$ cat src/rtl/pc_unit_pkg.sv
// Shared constants and types for the registered program-counter unit.
package pc_unit_pkg;

    localparam logic [6:0] OP_BRANCH = 7'b1100011;
    localparam logic [6:0] OP_JAL    = 7'b1101111;
    localparam logic [6:0] OP_JALR   = 7'b1100111;

    localparam logic [2:0] F3_BEQ  = 3'b000;
    localparam logic [2:0] F3_BNE  = 3'b001;
    localparam logic [2:0] F3_BLT  = 3'b100;
    localparam logic [2:0] F3_BGE  = 3'b101;
    localparam logic [2:0] F3_BLTU = 3'b110;
    localparam logic [2:0] F3_BGEU = 3'b111;

    typedef enum logic [1:0] {
        BOOT = 2'd0,
        RUN  = 2'd1,
        TRAP = 2'd2
    } pc_state_t;

    typedef enum logic [1:0] {
        EXC_INST_MISALIGNED = 2'd0
    } exc_cause_t;

endpackage

$ cat src/rtl/pc_unit_branch_cmp.sv
// Branch condition evaluator: decides taken/not-taken from funct3 and the
// two operands. Reserved funct3 codes (010, 011) are never taken.
module branch_cmp
    import pc_unit_pkg::*;
#(
    parameter int W = 32
) (
    input  logic [2:0]   fun3,
    input  logic [W-1:0] rs1,
    input  logic [W-1:0] rs2,
    output logic         taken
);

    logic eq;
    logic lt_s;
    logic lt_u;

    assign eq   = (rs1 == rs2);
    assign lt_s = ($signed(rs1) < $signed(rs2));
    assign lt_u = (rs1 < rs2);

    // Select the condition named by funct3
    always_comb begin
        taken = 1'b0;
        case (fun3)
            F3_BEQ:  taken = eq;
            F3_BNE:  taken = !eq;
            F3_BLT:  taken = lt_s;
            F3_BGE:  taken = !lt_s;
            F3_BLTU: taken = lt_u;
            F3_BGEU: taken = !lt_u;
            default: taken = 1'b0;
        endcase
    end

endmodule

$ cat src/rtl/pc_unit.sv
// Registered program-counter unit: owns the fetch PC, resolves branches,
// JAL and JALR from execute, redirects fetch and raises a trap on a
// misaligned jump target. Optional branch counters are built when
// PC_UNIT_PERF_EN is defined.
module pc_unit
    import pc_unit_pkg::*;
#(
    parameter int          MODE      = 32,
    parameter logic [63:0] RESET_VEC = 64'h0,
    parameter logic [63:0] TRAP_VEC  = 64'h100
) (
    input  logic            clk,
    input  logic            reset,
    input  logic            ex_valid,
    input  logic [MODE-1:0] ex_pc,
    input  logic [6:0]      opcode,
    input  logic [2:0]      fun3,
    input  logic [MODE-1:0] rs1,
    input  logic [MODE-1:0] rs2,
    input  logic [31:0]     imm,
    input  logic            stall,
    output logic [MODE-1:0] pc,
    output logic            pc_valid,
    input  logic            fetch_ready,
    output logic            redirect,
    output logic            exc_valid,
    output logic [1:0]      exc_cause,
    output logic [MODE-1:0] exc_tval,
    input  logic            exc_ack
`ifdef PC_UNIT_PERF_EN
    ,
    output logic [31:0]     br_total,
    output logic [31:0]     br_taken
`endif
);

    localparam logic [MODE-1:0] RESET_PC = RESET_VEC[MODE-1:0];
    localparam logic [MODE-1:0] TRAP_PC  = TRAP_VEC[MODE-1:0];

    pc_state_t       state_reg, state_next;
    logic [MODE-1:0] pc_reg, pc_next;
    logic            exc_valid_reg, exc_valid_next;
    exc_cause_t      exc_cause_reg, exc_cause_next;
    logic [MODE-1:0] exc_tval_reg, exc_tval_next;

    logic [MODE-1:0] imm_ext;
    logic            cmp_taken;
    logic            xfer_taken;
    logic [MODE-1:0] target;
    logic            resolve;

    // Sign-extension is a no-op at MODE=32 and widens for MODE=64
    assign imm_ext = MODE'($signed(imm));

    branch_cmp #(.W(MODE)) u_branch_cmp (
        .fun3  (fun3),
        .rs1   (rs1),
        .rs2   (rs2),
        .taken (cmp_taken)
    );

    // A resolution only counts in RUN and when the pipeline is moving
    assign resolve = ex_valid && !stall && (state_reg == RUN);

    // Decode the transfer kind and compute its target
    always_comb begin
        xfer_taken = 1'b0;
        target     = ex_pc + imm_ext;
        case (opcode)
            OP_BRANCH: xfer_taken = cmp_taken;
            OP_JAL:    xfer_taken = 1'b1;
            OP_JALR: begin
                xfer_taken = 1'b1;
                target     = (rs1 + imm_ext) & ~MODE'(1);
            end
            default:   xfer_taken = 1'b0;
        endcase
    end

    // State and datapath registers; stall is handled by the next-state logic
    always_ff @(posedge clk or posedge reset) begin
        if (reset) begin
            state_reg     <= BOOT;
            pc_reg        <= RESET_PC;
            exc_valid_reg <= 1'b0;
            exc_cause_reg <= EXC_INST_MISALIGNED;
            exc_tval_reg  <= '0;
        end else begin
            state_reg     <= state_next;
            pc_reg        <= pc_next;
            exc_valid_reg <= exc_valid_next;
            exc_cause_reg <= exc_cause_next;
            exc_tval_reg  <= exc_tval_next;
        end
    end

    // Next-state, next-PC, trap capture and handshake outputs
    always_comb begin
        state_next     = state_reg;
        pc_next        = pc_reg;
        exc_valid_next = exc_valid_reg;
        exc_cause_next = exc_cause_reg;
        exc_tval_next  = exc_tval_reg;
        pc_valid       = 1'b0;
        redirect       = 1'b0;
        case (state_reg)
            BOOT: begin
                if (!stall) state_next = RUN;
            end
            RUN: begin
                pc_valid = !stall;
                if (resolve && xfer_taken) begin
                    redirect = 1'b1;
                    if (target[1:0] == 2'b00) begin
                        pc_next = target;
                    end else begin
                        pc_next        = TRAP_PC;
                        exc_valid_next = 1'b1;
                        exc_cause_next = EXC_INST_MISALIGNED;
                        exc_tval_next  = target;
                        state_next     = TRAP;
                    end
                end else if (fetch_ready && !stall) begin
                    pc_next = pc_reg + MODE'(4);
                end
            end
            TRAP: begin
                if (!stall && exc_valid_reg && exc_ack) begin
                    exc_valid_next = 1'b0;
                    state_next     = RUN;
                end
            end
            default: state_next = BOOT;
        endcase
    end

    assign pc        = pc_reg;
    assign exc_valid = exc_valid_reg;
    assign exc_cause = exc_cause_reg;
    assign exc_tval  = exc_tval_reg;

`ifdef PC_UNIT_PERF_EN
    logic [31:0] br_total_reg;
    logic [31:0] br_taken_reg;
    logic        br_count;

    assign br_count = resolve && (opcode == OP_BRANCH);

    // Saturating counters of resolved and taken conditional branches
    always_ff @(posedge clk or posedge reset) begin
        if (reset) begin
            br_total_reg <= '0;
            br_taken_reg <= '0;
        end else if (br_count) begin
            if (br_total_reg != '1) br_total_reg <= br_total_reg + 32'd1;
            if (cmp_taken && br_taken_reg != '1) br_taken_reg <= br_taken_reg + 32'd1;
        end
    end

    assign br_total = br_total_reg;
    assign br_taken = br_taken_reg;
`endif

endmodule

$ cat config.mk
export PLATFORM = sky130hd
export DESIGN_NAME = pc_unit
export DESIGN_NICKNAME = d
export VERILOG_FILES = /design/src/rtl/pc_unit_pkg.sv /design/src/rtl/pc_unit_branch_cmp.sv /design/src/rtl/pc_unit.sv
export SDC_FILE = /design/constraint.sdc
export NUM_CORES = 1
export LEC_CHECK = 0
export CAP_MARGIN = 10
export CELL_PAD_IN_SITES_DETAIL_PLACEMENT = 0
export CELL_PAD_IN_SITES_GLOBAL_PLACEMENT = 1
export CORE_MARGIN = 4
export CORE_UTILIZATION = 32
export CTS_CLUSTER_SIZE = 30
export DETAILED_ROUTE_END_ITERATION = 8
export GPL_ROUTABILITY_DRIVEN = 0
export GPL_TIMING_DRIVEN = 0
export PLACE_DENSITY_LB_ADDON = 0.1
export SLEW_MARGIN = 20
export SYNTH_ARGS = -nofsm -noshare
export SYNTH_HDL_FRONTEND = slang
export SYNTH_SLANG_ARGS = --single-unit
$ cat constraint.sdc
create_clock -name clk -period 2.59 [get_ports clk]
set_clock_uncertainty 0.05 [all_clocks]
set_input_delay 0.259 -clock clk [delete_from_list [all_inputs] [get_ports clk]]
set_output_delay 0.259 -clock clk [all_outputs]
set_load 0.02 [all_outputs]
Word-level counts from Yosys, hierarchy flattened:

Cells that the tools add are included.

* muxes and demuxes: 18
* bitwise gates (word level): 1
* magnitude comparators: 2
* add/sub/neg operators: 3
* equality and inequality tests: 15
* reductions and logical operators: 20

Operator list (count)
* $mux W32: 4
* $add A32 B32 Y32: 2
* $lt A32 B32 Y1: 2
* $add A32 B3 Y32 const B: 1
* $eq A32 B32 Y1: 1
* $eq A7 B7 Y1 const B: 3
* $eq A3 B3 Y1 const B: 4
* $mux W2: 4
* $reduce_and A4 Y1: 2
* $logic_and A1 B1 Y1: 6
* $mux W1: 6
* $ne A2 B2 Y1 const B: 3
* $pmux W1 S6: 1
* $pmux W2 S3: 1
* $logic_not A1 Y1: 4
* $logic_not A2 Y1: 2
* $pmux W1 S2: 2
* $reduce_bool A2 Y1: 2
* $eq A3 B1 Y1 const B: 1
* $logic_not A3 Y1: 1
* $reduce_and A3 Y1: 1
* $eq A2 B1 Y1 const B: 1
* $eq A2 B2 Y1 const B: 1
* $ne A2 B1 Y1 const B: 1
* other kinds (3): 3

* output and inout bits: 69
* bits in registers: 67
* input bits: 144

Depth between registers and ports, before layout:

* depth after elaboration: 7
* gate-level depth with buffers: 13
* depth with buffers taken out: 11

Hierarchy:

Synthesis repeated with hierarchy kept, for this count alone.

* cell total of the unflattened synthesis: 966
* area, all modules: 7556.0 um^2

By module, submodules not included
* pc_unit: instances 1, cells each 846, area an instance 6691.4 um^2, seq. area each 1676.6 um^2
* branch_cmp: instances 1, cells each 120, area an instance 864.6 um^2, seq. area each 0.0 um^2

Worst setup path before layout:

Ideal clock, no wire load.

* kind: input to register
* from: in ex_pc[0]
* to: reg exc_tval_reg[30] (netlist: exc_tval[30])
* buffers on the path: 0
* path slack: -462 ps
* data arrival time: 2878 ps
* required time: 2415 ps
* cell stages on the path: 11
* path through: ha_1 -> fa_1 -> a211oi_1 -> nor2_1 -> o31a_1 -> a211oi_1 -> o32a_1 -> a21oi_1 -> mux2_2 -> o21ai_0 -> mux2_2

* word-level cells in the longest chain between the ends: 5

RTL lines
* from (decl): line pc_unit.sv:15 `input logic [MODE-1:0] ex_pc,`
* $add A32 B32 Y32 *: line pc_unit.sv:68 `target = ex_pc + imm_ext;`
* $mux W32 *: line pc_unit.sv:69 `case (opcode)`
* $logic_not A2 Y1: line pc_unit.sv:114 `if (target[1:0] == 2'b00) begin`
* $not A1 Y1 (no source line)
* $reduce_and A3 Y1 (no source line)
* to (signal assigned): line pc_unit.sv:93 `exc_tval_reg <= exc_tval_next;`
* to (decl): line pc_unit.sv:44 `logic [MODE-1:0] exc_tval_reg, exc_tval_next;`

Mark *: on every way between the ends. The rest lies on a longest branch, timed or not.
A chain may end at the register's enable or synchronous reset.

Worst setup path after layout:

* from: in rs2[21]
* to: out redirect

* word-level cells in the longest chain between the ends: 7

RTL lines
* from (decl): line pc_unit.sv:19 `input logic [MODE-1:0] rs2,`
* $lt A32 B32 Y1 (tied with other cells): line pc_unit_branch_cmp.sv:20 `assign lt_u = (rs1 < rs2);`
* $logic_not A1 Y1 (on tied branches): line pc_unit_branch_cmp.sv:31, pc_unit_branch_cmp.sv:27, pc_unit_branch_cmp.sv:29
* $pmux W1 S6 *: line pc_unit_branch_cmp.sv:25 `case (fun3)`
* $pmux W1 S2 *: line pc_unit.sv:69
* $logic_and A1 B1 Y1 *: line pc_unit.sv:112 `if (resolve && xfer_taken) begin`
* $mux W1 *: line pc_unit.sv:112
* $mux W1 *: line pc_unit.sv:106 `case (state_reg)`
* to (decl): line pc_unit.sv:25 `output logic redirect,`

Marked as above.

==> tab_implementation.tex <==
\begin{tabular}{lr}
\hline
Metric & Value \\
\hline
\multicolumn{2}{l}{\textbf{Detailed routing}} \\
\quad Pre-antenna DRT Iters & 4 \\
\quad Wire length per cell & about 19 um \\
\quad Routed vias & between 8,000 and 9,000 \\
\quad Count of nets left with antenna violations after detail routing & 0 \\
\quad Number of design rule violations left after detail routing & 0 \\
\quad Vias/cell & approximately 5.3 \\
\quad Iter 0 DRT Violations & around 270 \\
\quad Total routed wirelength & slightly below 30 mm \\
\multicolumn{2}{l}{\textbf{Synth}} \\
\quad Top\_reg\_cell synth & dfrtp\_1 \\
\quad Yosys top cell area share & 22.37\% \\
\quad Count of synthesis-stage warnings from yosys & 0 \\
\quad Post-synth EDFFs & 0 \\
\quad Netlist area before placement & between 7000 and 8000 sq um \\
\quad Most instantiated cells after synthesis & ha\_1 (94), nand2\_1 (91), a21oi\_1 (85), o21ai\_0 (83), dfrtp\_1 (67) \\
\quad Count of unique library cells instantiated by Yosys & 67 \\
\quad Ys async rst share & 100.0\% \\
\quad Sequential fraction of the synthesis area & approximately 22\% \\
\quad Cell type with the highest aggregate area in the netlist & dfrtp\_1 \\
\quad Post-Synthesis Mean Instance Area & $\sim$8 sq um \\
\quad Most frequent cell after synthesis & ha\_1 \\
\quad Yosys reg bits & 67 \\
\quad Cell count after synthesis & between 900 and 1,000 \\
\quad Cells taking the most area after synthesis & dfrtp\_1 (22\%), ha\_1 (16\%), a21oi\_1 (5.7\%) \\
\multicolumn{2}{l}{\textbf{Worst setup path}} \\
\quad Ordered list of cells on the worst path & buf\_6 -> inv\_4 -> ha\_4 -> nand3\_4 -> or4\_4 -> or4\_4 -> mux2\_4 -> nand3\_4 -> nand2\_4 -> a21boi\_4 -> buf\_6 \\
\quad Type of the worst setup path & in -> out \\
\quad Total stage count of the critical path & 11 \\
\quad Startpoint Class & primary input \\
\quad Category of cells accounting for the largest share of critical-path delay & simple AND/OR/NAND/NOR gates \\
\quad Critical path origin & rs2[21] \\
\quad Data arrival time of the critical path & roughly 2.5 ns \\
\quad Crit-path slowest cell & or4\_4 \\
\quad Slowest Stage Delay on Critical Path & 0.54 ns \\
\quad Worst reg2reg startpoint & pc[4] \\
\quad Reg-to-reg slack, setup & $\sim$0.080 ns \\
\quad Data required, critical path & 2.28 ns \\
\quad Highest fanout seen on the critical path & 2 \\
\quad Endpoint of the worst-slack reg-to-reg timing path & pc[30] \\
\quad Depth of the worst register-to-register path & 10 \\
\quad Worst Setup End Kind & output pin \\
\quad Number of buffer and inverter instances along the worst setup path & 3 \\
\multicolumn{2}{l}{\textbf{CTS}} \\
\quad Num CTS Buffers & 9 \\
\quad Clock tree from TritonCTS & yes \\
\quad TritonCTS Sinks & between 60 and 70 \\
\quad Clock buffer depth & 2 \\
\quad Clock transition time at the flip-flop clock pins of the worst setup and hold paths & roughly 0.06 ns \\
\quad H-Tree Level Count & 3 \\
\quad Clk\_lat worst skew & approximately 0.34 ns \\
\quad Root buffer cell & clkbuf\_16 \\
\multicolumn{2}{l}{\textbf{Global route}} \\
\quad Aggregate global routing overflow & 0 \\
\quad Vias in the first global route & 8,377 \\
\quad Global-route wire length before repair & 45.68 mm \\
\quad GRT Resource Usage Total & 21.75\% \\
\quad Largest net degree at the start of global routing & 48 \\
\quad Initial antenna violation count & 1 \\
\multicolumn{2}{l}{\textbf{Timing}} \\
\quad Slew at the pin with the worst max-slew slack & $\sim$0.62 ns \\
\quad Final setup violation count & 67 \\
\quad Final Critical Period & $\sim$2.8 ns \\
\quad Peak clock frequency supported by timing & 0.3511 GHz \\
\quad Final critical-path share of the clock period & 110.0\% \\
\quad Slew headroom & 58.54\% \\
\quad Final slew viol count & 0 \\
\quad RSZ-0062 raised after global routing & yes \\
\quad Final Hold Vio Count & 0 \\
\quad Worst Slack Setup Final & -0.2584 ns \\
\multicolumn{2}{l}{\textbf{Flow run}} \\
\quad Max-cap violations & 0 \\
\multicolumn{2}{l}{\textbf{Floorplanning}} \\
\quad I/O Pins & 213 \\
\quad Area of the core region & roughly 23,000 sq um \\
\quad Initial core utilization & between 30\% and 40\% \\
\quad Floorplan row count & 55 \\
\quad Chip Height & 161.0 um \\
\quad Horizontal die dimension & 161.0 um \\
\quad Die area & between 20,000 and 30,000 sq um \\
\multicolumn{2}{l}{\textbf{Power}} \\
\quad Static leakage & $\sim$0.0053 uW \\
\quad Largest voltage drop on the vdd net & 0.3088 mV \\
\quad PwrDens & around 410 nW/um\^{}2 \\
\quad Power after layout & roughly 5200 uW \\
\multicolumn{2}{l}{\textbf{Outcome}} \\
\quad Violated checks & setup timing \\
\quad Outcome & complete, but fails checks \\
\multicolumn{2}{l}{\textbf{Cells and area}} \\
\quad Fraction of layout instances using a drive strength above 1 & 35.18\% \\
\quad Diodes inserted & 0 \\
\quad Area growth from synthesis to layout & 70.46\% \\
\quad Final-stage net count & between 1,000 and 1,500 \\
\multicolumn{2}{l}{\textbf{Placement}} \\
\quad Number of I/O port buffers & 210 \\
\quad Half-perimeter wire length after detailed placement & roughly 23 mm \\
\quad Pre-CTS setup slack & -1.444 ns \\
\multicolumn{2}{l}{\textbf{Hold path}} \\
\quad Worst hold path class & in -> async \\
\hline
\end{tabular}
-- layout by cell type (no fill, tap or decap), drive strengths merged, types with 5 or more instances in the layout --
master         Yosys  routed
and3              21      21
nor3              14      14
a21oi             85      85
mux2               5       5
o211ai             7       7
or3               10      10
xnor2             41      41
dlygate4sd2        0      20
clkbuf            20      29
o22ai             21      21
clkdlybuf4s50      0     118
and4               5       5
a21o              25      25
dfrtp             67      67
nand4             26      26
a211oi            13      13
inv               51      51
buf                9     142
a311oi             5       5
and2              11      11
nand2b             8       8
mux2i             12      12
a31oi              7       7
nor2              60      60
nand3             29      29
o21bai             5       5
clkdlybuf4s15      0       6
ha                94      94
nor2b             11      11
xor2              38      38
nand2             92      92
o21ai             93      93
dlymetal6s2s       0       8
o21a              12      12
-- per-stage QoR --
stage / util (%) / hold slack (ns) / setup TNS (ns) / cells / cell area, sq um
2_1_floorplan: - / 0.4003 / -9.212 / 948 / 7674
3_3_place_gp: 44.50 / 0.4225 / -125.56 / 1471 / 10170
3_5_place_dp: 44.63 / 0.4260 / -82.68 / 1472 / 10200
4_1_cts: 53.75 / 0.1829 / -7.897 / 1551 / 12280
5_1_grt: 55.91 / 0.2121 / -14.31 / 1561 / 12770
6_report: 55.91 / 0.1772 / -8.953 / 1561 / 12770
-- cell families (layout without fill, tap and decap cells) --
logic type | after synthesis | in the layout | synth area share [%]
AOI/OAI and AO/OA | 306 | 306 | 25.41
and+or+nand+nor | 301 | 301 | 19.85
adders and majority gates | 96 | 96 | 16.23
buffers and inverters | 80 | 380 | 4.391
xor gates and xnor gates | 79 | 79 | 9.234
DFF | 67 | 67 | 22.37
muxes | 17 | 17 | 2.455
other | 1 | 2 | 0.05004
-- routing by layer --
layer / track usage, % / vias to the layer above / wire [um] / share of wire, %
met1: 30.82 / 3977 / 13910 / 48
met3: 3.036 / 28 / 1435 / 4.9
li1: - / 4084 / - / -
met5: 0 / - / 7 / 0.024
met4: 4.575 / 2 / 498 / 1.7
met2: 35.53 / 202 / 13410 / 46
-- power by group --
part	leakage, uW	internal [uW]	total, uW	switching, uW
combinational	0.00426	1240	2580	1340
clock	0.000155	868	1340	477
sequential	0.000905	1160	1280	126
-- how the worst max path moves through the flow --
stage                        end  slack, ns
floorplan           exc_tval[13]      -0.28
global placement    exc_tval[30]      -1.42
detailed placement  exc_tval[30]      -1.44
CTS                     redirect      -0.27
global route            redirect      -0.31
finish                  redirect      -0.26
-- final cells by class --
cell class / instances / area, sq um
Fill cell: 2118 / 10070
Multi-Input combinational cell: 801 / 7164
Timing Repair Buffer: 290 / 2755
Sequential cell: 67 / 1677
Tap cell: 313 / 391.6
Buffer: 23 / 251.5
Clock buffer: 10 / 239.0
Inverter: 51 / 206.4
Clock inverter: 6 / 88.84
-- repair_timing --
action / CTS / global route
pin swaps: 145 / 57
endpoints found under the setup margin: 68 / 68
gates cloned: 5 / 0
hold endpoints to repair: 0 / 0
hold buffers: 0 / 0
buffers inserted: 62 / 12
gates resized for setup: 556 / 138
Power figures use the tool's default switching activity.
